==> config.mk <==
export PLATFORM = sky130hd
export DESIGN_NAME = arb_grant_ctrl
export DESIGN_NICKNAME = d
export VERILOG_FILES = /design/src/rtl/arb_pkg.sv /design/src/rtl/arb_pend_reg.sv /design/src/rtl/arb_grant_ctrl.sv
export SDC_FILE = /design/constraint.sdc
export NUM_CORES = 1
export LEC_CHECK = 0
export ABC_AREA = 1
export CORE_MARGIN = 2
export CORE_UTILIZATION = 40
export CTS_CLUSTER_SIZE = 28
export DETAILED_ROUTE_END_ITERATION = 12
export HOLD_SLACK_MARGIN = 0.1
export PLACE_DENSITY = 0.72
export SLEW_MARGIN = 10
export SYNTH_ARGS = -nofsm -noshare
export SYNTH_HDL_FRONTEND = slang
export SYNTH_SLANG_ARGS = --single-unit
==> constraint.sdc <==
create_clock -name clk_i -period 1.1 [get_ports clk_i]
set_clock_uncertainty 0.1 [all_clocks]
set_input_delay 0.275 -clock clk_i [delete_from_list [all_inputs] [get_ports clk_i]]
set_output_delay 0.275 -clock clk_i [all_outputs]
set_load 0.01 [all_outputs]
==> src/rtl/arb_pkg.sv <==
// Shared types and helpers for the arb_grant_ctrl grant controller slice.
package arb_pkg;

  typedef enum logic [1:0] {
    IDLE  = 2'd0,
    GRANT = 2'd1,
    BUSY  = 2'd2
  } arb_state_e;

  localparam int GNT_CNT_W = 8;

  // Index width for n sources; a single source still needs one select bit.
  function automatic int sel_w(input int n);
    return (n > 1) ? $clog2(n) : 1;
  endfunction

endpackage

==> src/rtl/arb_pend_reg.sv <==
// Pending-request register: per-bit set/clear where a simultaneous set wins.
module arb_pend_reg
  import arb_pkg::*;
#(
  parameter int N = 8
) (
  input  logic         clk_i,
  input  logic         rst_ni,
  input  logic [N-1:0] set_i,
  input  logic [N-1:0] clr_i,
  output logic [N-1:0] pend_o
);

  // A source re-requesting in its own acceptance cycle must stay pending.
  always_ff @(posedge clk_i or negedge rst_ni) begin
    if (!rst_ni) begin
      pend_o <= '0;
    end else begin
      pend_o <= (pend_o & ~clr_i) | set_i;
    end
  end

endmodule

==> src/rtl/arb_grant_ctrl.sv <==
// Sequential grant controller around an external priority arbiter.
// Optional macro ARB_GRANT_PREEMPT_EN: a strictly better winner may replace an unaccepted grant.
module arb_grant_ctrl
  import arb_pkg::*;
#(
  parameter int N         = 8,
  parameter int PRIO_BITS = 3,
  parameter int TIMEOUT   = 255,
  localparam int SEL_W    = sel_w(N)
) (
  input  logic                 clk_i,
  input  logic                 rst_ni,
  input  logic [N-1:0]         req_set_i,
  output logic [N-1:0]         pend_o,
  input  logic                 arb_req_i,
  input  logic [SEL_W-1:0]     arb_sel_i,
  input  logic [PRIO_BITS-1:0] arb_prio_i,
  output logic                 gnt_valid_o,
  input  logic                 gnt_ready_i,
  output logic [SEL_W-1:0]     gnt_sel_o,
  output logic [PRIO_BITS-1:0] gnt_prio_o,
  input  logic                 done_i,
  output logic                 busy_o,
  output logic                 timeout_o,
  output logic [GNT_CNT_W-1:0] gnt_cnt_o
);

  localparam int TMO_W = (TIMEOUT > 0) ? $clog2(TIMEOUT + 1) : 1;

  arb_state_e             state_q, state_d;
  logic [SEL_W-1:0]       sel_q, sel_d;
  logic [PRIO_BITS-1:0]   prio_q, prio_d;
  logic [GNT_CNT_W-1:0]   cnt_q, cnt_d;
  logic                   tmo_q, tmo_d;
  logic                   accept;
  logic                   tmo_hit;
  logic [N-1:0]           pend_clr;

  arb_pend_reg #(.N(N)) u_pend (
    .clk_i  (clk_i),
    .rst_ni (rst_ni),
    .set_i  (req_set_i),
    .clr_i  (pend_clr),
    .pend_o (pend_o)
  );

  always_comb begin
    pend_clr = '0;
    for (int k = 0; k < N; k++) begin
      pend_clr[k] = accept && (sel_q == SEL_W'(k));
    end
  end

  // BUSY-cycle counter exists only when a timeout is configured.
  if (TIMEOUT != 0) begin : g_tmo
    logic [TMO_W-1:0] tmo_cnt_q;

    always_ff @(posedge clk_i or negedge rst_ni) begin
      if (!rst_ni) begin
        tmo_cnt_q <= '0;
      end else if (state_q == BUSY) begin
        tmo_cnt_q <= tmo_cnt_q + 1'b1;
      end else begin
        tmo_cnt_q <= '0;
      end
    end

    assign tmo_hit = (state_q == BUSY) && (tmo_cnt_q == TMO_W'(TIMEOUT - 1));
  end else begin : g_no_tmo
    assign tmo_hit = 1'b0;
  end

  always_ff @(posedge clk_i or negedge rst_ni) begin
    if (!rst_ni) begin
      state_q <= IDLE;
      sel_q   <= '0;
      prio_q  <= '0;
      cnt_q   <= '0;
      tmo_q   <= 1'b0;
    end else begin
      state_q <= state_d;
      sel_q   <= sel_d;
      prio_q  <= prio_d;
      cnt_q   <= cnt_d;
      tmo_q   <= tmo_d;
    end
  end

  always_comb begin
    state_d = state_q;
    sel_d   = sel_q;
    prio_d  = prio_q;
    cnt_d   = cnt_q;
    tmo_d   = 1'b0;
    accept  = 1'b0;
    case (state_q)
      IDLE: begin
        if (arb_req_i) begin
          sel_d   = arb_sel_i;
          prio_d  = arb_prio_i;
          state_d = GRANT;
        end
      end
      GRANT: begin
        // Acceptance takes priority, so a same-cycle replacement never lands.
        if (gnt_ready_i) begin
          accept  = 1'b1;
          cnt_d   = cnt_q + 1'b1;
          state_d = BUSY;
        end
`ifdef ARB_GRANT_PREEMPT_EN
        else if (arb_req_i && (arb_prio_i < prio_q)) begin
          sel_d  = arb_sel_i;
          prio_d = arb_prio_i;
        end
`endif
      end
      BUSY: begin
        if (done_i) begin
          state_d = IDLE;
        end else if (tmo_hit) begin
          tmo_d   = 1'b1;
          state_d = IDLE;
        end
      end
      default: state_d = IDLE;
    endcase
  end

  assign gnt_valid_o = (state_q == GRANT);
  assign busy_o      = (state_q == BUSY);
  assign gnt_sel_o   = sel_q;
  assign gnt_prio_o  = prio_q;
  assign gnt_cnt_o   = cnt_q;
  assign timeout_o   = tmo_q;

endmodule

==> impl_metrics.env, run 1 <==
export IMPL_status="finished, violations left"
export IMPL_violations="negative setup slack"
export IMPL_core_area_um2=3660
export IMPL_fillers=277
export IMPL_cts_tree="built"
export IMPL_synth_distinct_cells=21
export IMPL_root_buffer="clkbuf_8"
export IMPL_routedWlPerCell_um=12.2
export IMPL_io_buffers=43
export IMPL_hold_viol=0
export IMPL_syn_area_um2=1530
export IMPL_placedCellCount=298
export IMPL_worstPathMaxFanout=4
export IMPL_vias=1482
export IMPL_cts_hold_fix_buffers=0
export IMPL_gp_congestion=0.817
export IMPL_stdcell_count=318
export IMPL_power_density_nw_per_um2=1990
export IMPL_path_class="flip-flop to flip-flop"
export IMPL_gr_usage_all_layers_pct=17.9
export IMPL_worst_endpoint_arrival_ns=1.47
export IMPL_whs_ns=0.255
export IMPL_fmax_mhz=717
export IMPL_crit_path_end_kind="flip-flop"
export IMPL_drc_errors=0
export IMPL_hold_class="input port to async pin"
export IMPL_timing_rr_start="state_q[0]$_DFFE_PN0P_"
export IMPL_fin_ws_ns=-0.295
export IMPL_cp_start_kind="flip-flop"
export IMPL_final_layout_size_suffix_gt1_share_pct=41.5
export IMPL_cts_sinks=33
export IMPL_antenna_found_initial=0
export IMPL_ant_nets=0
export IMPL_cp_required_ns=1.18
export IMPL_drt_iter0_markers=94
export IMPL_setup_viol=53
export IMPL_grt_pass1_wl_um=5870
export IMPL_synth_nets=203
export IMPL_period_needed_ns=1.40
export IMPL_area_delta_synth_final_pct=65.0
export IMPL_syn_area_per_cell_um2=8.44
export IMPL_synth_seq_area_share_pct=54.1
export IMPL_cellLeakagePower_nw=1.22
export IMPL_die_h_um=65.8
export IMPL_die_area_um2=4330
export IMPL_start_util_pct=41.7
export IMPL_rr_worst_depth=9
export IMPL_clkTransAtPathRegs_ns=0.07
export IMPL_n_antenna_cell=0
export IMPL_slew_limit_headroom_pct=86.5
export IMPL_insertion_delay_ns=0.28
export IMPL_firstDrtPassIters=4
export IMPL_yosys_warnings=0
export IMPL_postSynthRegisterBits=33
export IMPL_io_pins=44
export IMPL_die_w_um=65.8
export IMPL_dp_hpwl_um=2360
export IMPL_rsz0062_at_grt="yes"
export IMPL_cts_buffers=5
export IMPL_grt_max_degree=34
export IMPL_slew_viol_final=0
export IMPL_wl_um=3890
export IMPL_min_period_over_period_pct=127
export IMPL_htreeDepth=2
export IMPL_worst_pin_slew_ns=0.202
export IMPL_grt_pass1_vias=1322
export IMPL_grt_ovfl_total=0
export IMPL_syn_inst=181
export IMPL_rows=22
export IMPL_vias_per_cell=4.66
export IMPL_fin_nets=291
export IMPL_startpoint="state_q[0]$_DFFE_PN0P_"
export IMPL_maxCapViolCount=0
export IMPL_ir_worst_vdd_mv=1.22
export IMPL_cts_buffer_depth=2
kinds of logic after synthesis:
logic type	share of synthesized area [%]
XOR/XNOR	2.87
buffers and inverters	8.19
flip-flops	54.1
AO/OA/AOI/OAI	8.03
AND/OR/NAND/NOR	24.4
adder cells (fa/ha/maj)	2.46
critical path: stages, from the launching register on:
cell	delay, ns
dfrtp_1	0.39
buf_6	0.12
nand2_4	0.05
buf_6	0.10
nor2_4	0.04
buf_4	0.13
clkbuf_16	0.14
buf_4	0.13
nand2_1	0.06
nand2_1	0.04
final cells by class:
| cell class | instances | area [um^2] | area share (%) |
|---|---|---|---|
| sequential | 33 | 832 | 33.0 |
| multi-input combinational | 118 | 721 | 28.6 |
| timing repair buffer | 83 | 718 | 28.5 |
| inverter | 28 | 108 | 4.27 |
| clock buffer | 6 | 72.6 | 2.88 |
| tap | 48 | 60.1 | 2.38 |
| clock inverter | 2 | 10.0 | 0.397 |
cells in the final DEF (no fill, tap or decap), drive strengths merged:
master / n
o21bai: 1
xor2: 2
nand2: 59
buf: 64
clkdlybuf4s50: 18
o21ai: 14
nor2: 20
nor3: 1
clkbuf: 7
a21oi: 6
clkinv: 2
nand4: 1
inv: 28
dfrtp: 33
ha: 3
xnor2: 3
nand3: 8
through the flow:
step	setup TNS (ns)	setup slack, ns	utilization, %	total power (W)	area (um^2)
after global routing	-10.96	-0.370	68.9	0.00533	2520
final	-7.93	-0.295	68.9	0.00502	2520
after detailed placement	-12.66	-0.479	61.3	0.00383	2240
after global placement	-12.16	-0.429	61.3	0.00379	2240
after CTS	-7.26	-0.274	63.4	0.00473	2320
after floorplan	-0.223	-0.0469	-	0.00258	1540
path summary, 6_finish.rpt:
path / endpoint / slack, ns
min in group clk_i: u_pend.pend_o[6]$_DFF_PN0_ / 0.38
max in group asynchronous: gnt_cnt_o[3]$_DFFE_PN0P_ / 0.46
hold reg to reg: u_pend.pend_o[6]$_DFF_PN0_ / 0.38
setup reg to reg: gnt_cnt_o[6]$_DFFE_PN0P_ / -0.30
hold / removal: gnt_prio_o[2]$_DFFE_PN0P_ / 0.25
setup / recovery: gnt_cnt_o[6]$_DFFE_PN0P_ / -0.30
power breakdown:
| part | switching, W | internal, W |
|---|---|---|
| Clock | 0.000436 | 0.000438 |
| Combinational | 0.00120 | 0.00124 |
| Sequential | 0.000197 | 0.00150 |
flip-flops by register name, indices dropped and copies added (netlist names):
register         count
g_tmo.tmo_cnt_q      8
gnt_cnt_o            8
u_pend.pend_o        8
gnt_prio_o           3
gnt_sel_o            3
state_q              2
timeout_o            1
what timing repair did:
action / CTS / global route
setup endpoints to repair: 51 / 56
gates cloned: 0 / 1
pin swaps: 6 / 13
resized for setup: 125 / 28
buffers inserted: 5 / 6
synthesized netlist by cell type:
library cell  count  area, um^2
nand2_1          55         206
dfrtp_1          33         826
inv_1            26        97.6
nor2_1           18        67.6
o21ai_0          10        50.1
nand3_1           8        40.0
a21oi_1           6        30.0
o21ai_2           4        35.0
ha_1              3        37.5
nand2_2           3        18.8
xnor2_1           3        26.3
inv_2             2        7.51
xor2_1            2        17.5
buf_2             1        5.00
buf_8             1        15.0
nand2_4           1        11.3
nand4_1           1        6.26
nor2_2            1        6.26
nor2_4            1        11.3
nor3_1            1        5.00
o21bai_1          1        7.51
metal layers:
layer  up-vias  share of wire (%)  GRT usage (%)  routed length [um]
met4         0                1.5           5.47                  59
met3         8                6.5           5.62                 252
met2        53                 50           27.5                1930
li1        728                  -              -                   -
met1       693                 42           24.0                1650
met5         -                  0              0                   0
Note: power is estimated with default switching activity, not from simulation.
==> run 2, diff against run 1 <==
--- a/config.mk
+++ b/config.mk
@@ -11,7 +11,7 @@
 export CTS_CLUSTER_SIZE = 28
 export DETAILED_ROUTE_END_ITERATION = 12
 export HOLD_SLACK_MARGIN = 0.1
-export PLACE_DENSITY = 0.72
+export PLACE_DENSITY = 0.69
 export SLEW_MARGIN = 10
 export SYNTH_ARGS = -nofsm -noshare
 export SYNTH_HDL_FRONTEND = slang
==> constraint.sdc (replaced) <==
create_clock -name clk_i -period 1.55 [get_ports clk_i]
set_clock_uncertainty 0.1 [all_clocks]
set_input_delay 0.3875 -clock clk_i [delete_from_list [all_inputs] [get_ports clk_i]]
set_output_delay 0.3875 -clock clk_i [all_outputs]
set_load 0.01 [all_outputs]
==> impl_metrics.env, run 2 (same netlist as run 1, synthesis figures left out) <==
export IMPL_status="completed"
export IMPL_hold_class="input port to async pin"
export IMPL_gr_usage_all_layers_pct=17.0
export IMPL_cellLeakagePower_nw=1.09
export IMPL_antenna_found_initial=0
export IMPL_startpoint="state_q[0]$_DFFE_PN0P_"
export IMPL_clkTransAtPathRegs_ns=0.07
export IMPL_start_util_pct=41.7
export IMPL_grt_ovfl_total=0
export IMPL_gp_congestion=0.828
export IMPL_n_antenna_cell=0
export IMPL_grt_pass1_vias=1292
export IMPL_core_area_um2=3660
export IMPL_die_h_um=65.8
export IMPL_grt_pass1_wl_um=5570
export IMPL_whs_ns=0.361
export IMPL_io_buffers=43
export IMPL_ant_nets=0
export IMPL_insertion_delay_ns=0.28
export IMPL_worst_pin_slew_ns=0.178
export IMPL_drt_iter0_markers=44
export IMPL_area_delta_synth_final_pct=46.5
export IMPL_htreeDepth=2
export IMPL_slew_viol_final=0
export IMPL_firstDrtPassIters=4
export IMPL_final_layout_size_suffix_gt1_share_pct=15.8
export IMPL_fmax_mhz=668
export IMPL_setup_tns_ns=0
export IMPL_slew_limit_headroom_pct=88.1
export IMPL_cp_start_kind="flip-flop"
export IMPL_worst_endpoint_arrival_ns=1.01
export IMPL_layout_commonest_cell="nand2_1"
export IMPL_fin_nets=268
export IMPL_cts_buffers=5
export IMPL_worstPathMaxFanout=2
export IMPL_wl_um=3080
export IMPL_cts_tree="built"
export IMPL_cp_required_ns=1.06
export IMPL_cts_buffer_depth=2
export IMPL_maxCapViolCount=0
export IMPL_dp_hpwl_um=2360
export IMPL_cts_hold_fix_buffers=0
export IMPL_io_pins=44
export IMPL_vias=1297
export IMPL_cts_sinks=33
export IMPL_crit_path_end_kind="output pin"
export IMPL_power_density_nw_per_um2=1470
export IMPL_ir_worst_vdd_mv=0.797
export IMPL_routedWlPerCell_um=10.4
export IMPL_min_period_over_period_pct=96.5
export IMPL_hold_viol=0
export IMPL_timing_rr_start="state_q[1]$_DFFE_PN0P_"
export IMPL_path_class="flip-flop to output pin"
export IMPL_root_buffer="clkbuf_8"
export IMPL_grt_max_degree=34
export IMPL_period_needed_ns=1.50
export IMPL_drc_errors=0
export IMPL_vias_per_cell=4.40
export IMPL_most_common_layout_cells="nand2_1 (55), dfrtp_1 (33), inv_1 (26)"
export IMPL_setup_viol=0
export IMPL_die_area_um2=4330
export IMPL_rows=22
export IMPL_rsz0062_at_grt="no"
export IMPL_die_w_um=65.8
## run 2: cell types whose count changed in the layout (fill, tap and decap cells not counted), moves of 4 or more
cell           before  now
dfrtp_2             5    0
nand3_1             4    8
buf_6              14    1
nor2_1             14   18
dfrtp_1            28   33
nand2_1            50   55
dlygate4sd2_1       0   23
buf_4              30   15
o21ai_0             5   10
buf_2              18    1
## run 2: metal layers
metal	vias up	GRT usage [%]	part of all wire, %
met5	-	0	0
met4	0	3.91	1.0
met3	4	6.30	7.6
met2	41	28.4	46
met1	572	20.8	45
li1	680	-	-
## run 2: power by group
group          total (W)  leakage, nW  switching (W)  internal [W]
Clock           0.000836       0.0574       0.000314      0.000522
Combinational    0.00128        0.633       0.000660      0.000615
Sequential       0.00118        0.396       0.000122       0.00106
## run 2: per-stage QoR
step	cell area (um^2)	utilization (%)	instances	power (W)	setup WS, ns
floorplan	1530	-	181	0.00181	0.319
global placement	2140	58.5	286	0.00257	-0.0831
detailed placement	2140	58.5	286	0.00258	-0.120
CTS	2230	61.0	295	0.00332	0.0308
global route	2240	61.1	295	0.00354	0.000200
finish	2240	61.1	295	0.00329	0.0537
## run 2: what timing repair did
item | in CTS | in global routing
resized for setup | 31 | 1
buffers inserted | 1 | 0
endpoints found under the setup margin | 25 | 1
## run 2: final cells by class
cell class / instances / area [um^2]
clock buffer: 6 / 82.6
fill: 339 / 1420
clock inverter: 2 / 37.5
sequential: 33 / 826
inverter: 28 / 105
multi-input combinational: 118 / 577
timing repair buffer: 60 / 551
tap: 48 / 60.1
## run 2: path summary, 6_finish.rpt
check                                             endpoint  slack (ns)  cells past startpoint
worst max-delay path                           gnt_valid_o        0.05                      4
worst min-delay path             gnt_prio_o[2]$_DFFE_PN0P_        0.36                      2
worst max register to register  u_pend.pend_o[1]$_DFF_PN0_        0.22                      8
worst min register to register  u_pend.pend_o[5]$_DFF_PN0_        0.39                      2
max in group asynchronous         gnt_cnt_o[2]$_DFFE_PN0P_        0.81                      2
min in group clk_i              u_pend.pend_o[5]$_DFF_PN0_        0.39                      2
## run 2: critical path, stage by stage (launching register included)
cell and delay, ns:
dfrtp_1 0.38, buf_4 0.13, nand2_2 0.06, inv_1 0.05, buf_6 0.11
==> patch, RTL diff (settings of run 2) <==
Encoding of `arb_state_e`: now one-hot (3 bits for 3 states).
--- a/src/rtl/arb_pkg.sv
+++ b/src/rtl/arb_pkg.sv
@@ -1,10 +1,10 @@
 // Shared types and helpers for the arb_grant_ctrl grant controller slice.
 package arb_pkg;
 
-  typedef enum logic [1:0] {
-    IDLE  = 2'd0,
-    GRANT = 2'd1,
-    BUSY  = 2'd2
+  typedef enum logic [2:0] {
+    IDLE  = 3'b001,
+    GRANT = 3'b010,
+    BUSY  = 3'b100
   } arb_state_e;
 
   localparam int GNT_CNT_W = 8;
Behaviour: same outputs for any inputs over 10 cycles, from zero or initial values and one cycle with rst_ni low; not proved beyond that.
==> patch against run 2 <==
- the run now ends with setup timing left
- sequential share of layout area fell by 1.9 points
- design area is 8.8% higher
- worst setup slack got worse by 89 ps
- wire length up 12%
- total power is 6.7% lower
- die area grew 7.5%
- sequential cell count increased by 1
- area after synthesis up 7.9%
- global-route usage down 0.15 points
- critical endpoint is now busy_o
- largest cell class unchanged
==> patch: results (changes against run 2) <==
outcome:
  status: "finished, violations left"
  violations: "setup timing"
synth:
  synth_fa_ha_area_share_pct: 2.28  # -0.18 points
  synthTopCellsByArea: "dfrtp_1 (50%), nand2_1 (15%), inv_1 (6.1%)"
  synthTopCellsByCount: "nand2_1 (64), dfrtp_1 (33), inv_1 (27), nor2_1 (21), nand3_1 (17)"
  ys_types: 24  # +14%
  synthXorXnorAreaFrac_pct: 1.52  # -1.3 points
drt:
  first_pass_iters: 6  # +2
  routed_wirelength_um: 3460  # +12%
  met3_length_um: 268  # +14%
  wl_met2_um: 1640  # +16%
sta:
  tightestPinTransition_ps: 210  # +31.5 ps
  setup_viol: 2  # +2
  setup_slack_ps: -35.0  # -88.7 ps
global_route:
  use_met2_pct: 26.1  # -2.3 points
  grt_pass1_vias: 1261  # -2.4%
  grt_start_max_net_pins: 35  # +2.9%
  grt_pass1_wl_um: 5620  # +0.86%
  grtUsageTotal_pct: 16.8  # -0.15 points
worst_setup_path:
  cpPeakStageDelay_ps: 560  # +180 ps
  rrSetupSlack_ps: 90  # -130 ps
place:
  gp_congestion: 0.836  # +0.89%
  preCtsSetupSlack_ps: -102  # +17.7 ps
  dp_hpwl_um: 2440  # +3.7%
final_layout:
  drive_above_1_share_pct: 18.5  # +2.7 points
power_and_ir_drop:
  peakVddDrop_mv: 0.723  # -9.3%
patch: cell types whose count changed after synthesis, moves of 3 or more:
cell | run 2 | this run
nand2_1 | 55 | 64
nand2_2 | 3 | 0
nand3_1 | 8 | 17
nor2_1 | 18 | 21
o21ai_0 | 10 | 3
o21ai_1 | 0 | 3
o21ai_2 | 4 | 0
patch: worst max-delay path: cells and delay by family (launching register included):
kind                   cells  cell delay [ps]
buffers and inverters      3              200
DFF                        1              560
and+or+nand+nor            1               50
patch: report_power, final:
group	switching, mW	internal, mW	leakage [nW]
combinational	0.628	0.598	0.746
clock	0.334	0.357	0.0472
sequential	0.0979	1.06	0.410
patch: through the flow:
step	utilization [%]	instance area, µm²	hold WS (ps)	instances
6_report	61.3	2440	358	321
5_1_grt	61.3	2440	362	321
4_1_cts	59.7	2370	361	318
3_5_place_dp	57.7	2290	359	309
3_3_place_gp	57.7	2290	358	309
2_1_floorplan	-	1650	-8.09	200
patch: layout make-up:
| cell class | instances | area (µm²) | share of cell area (%) |
|---|---|---|---|
| multi-input cells | 132 | 658 | 27.0 |
| clock inverters | 2 | 12.5 | 0.514 |
| flip-flops and latches | 34 | 852 | 35.0 |
| clock buffers | 6 | 82.6 | 3.39 |
| inverters | 31 | 119 | 4.88 |
| well taps | 50 | 62.6 | 2.57 |
| repair buffers | 66 | 649 | 26.7 |
patch: cell families (layout without fill, tap and decap cells):
| logic type | Yosys count | after routing |
|---|---|---|
| and+or+nand+nor | 115 | 115 |
| DFF | 34 | 34 |
| buffers and inverters | 34 | 105 |
| AOI/OAI and AO/OA | 12 | 12 |
| adders and majority gates | 3 | 3 |
| xor gates and xnor gates | 2 | 2 |
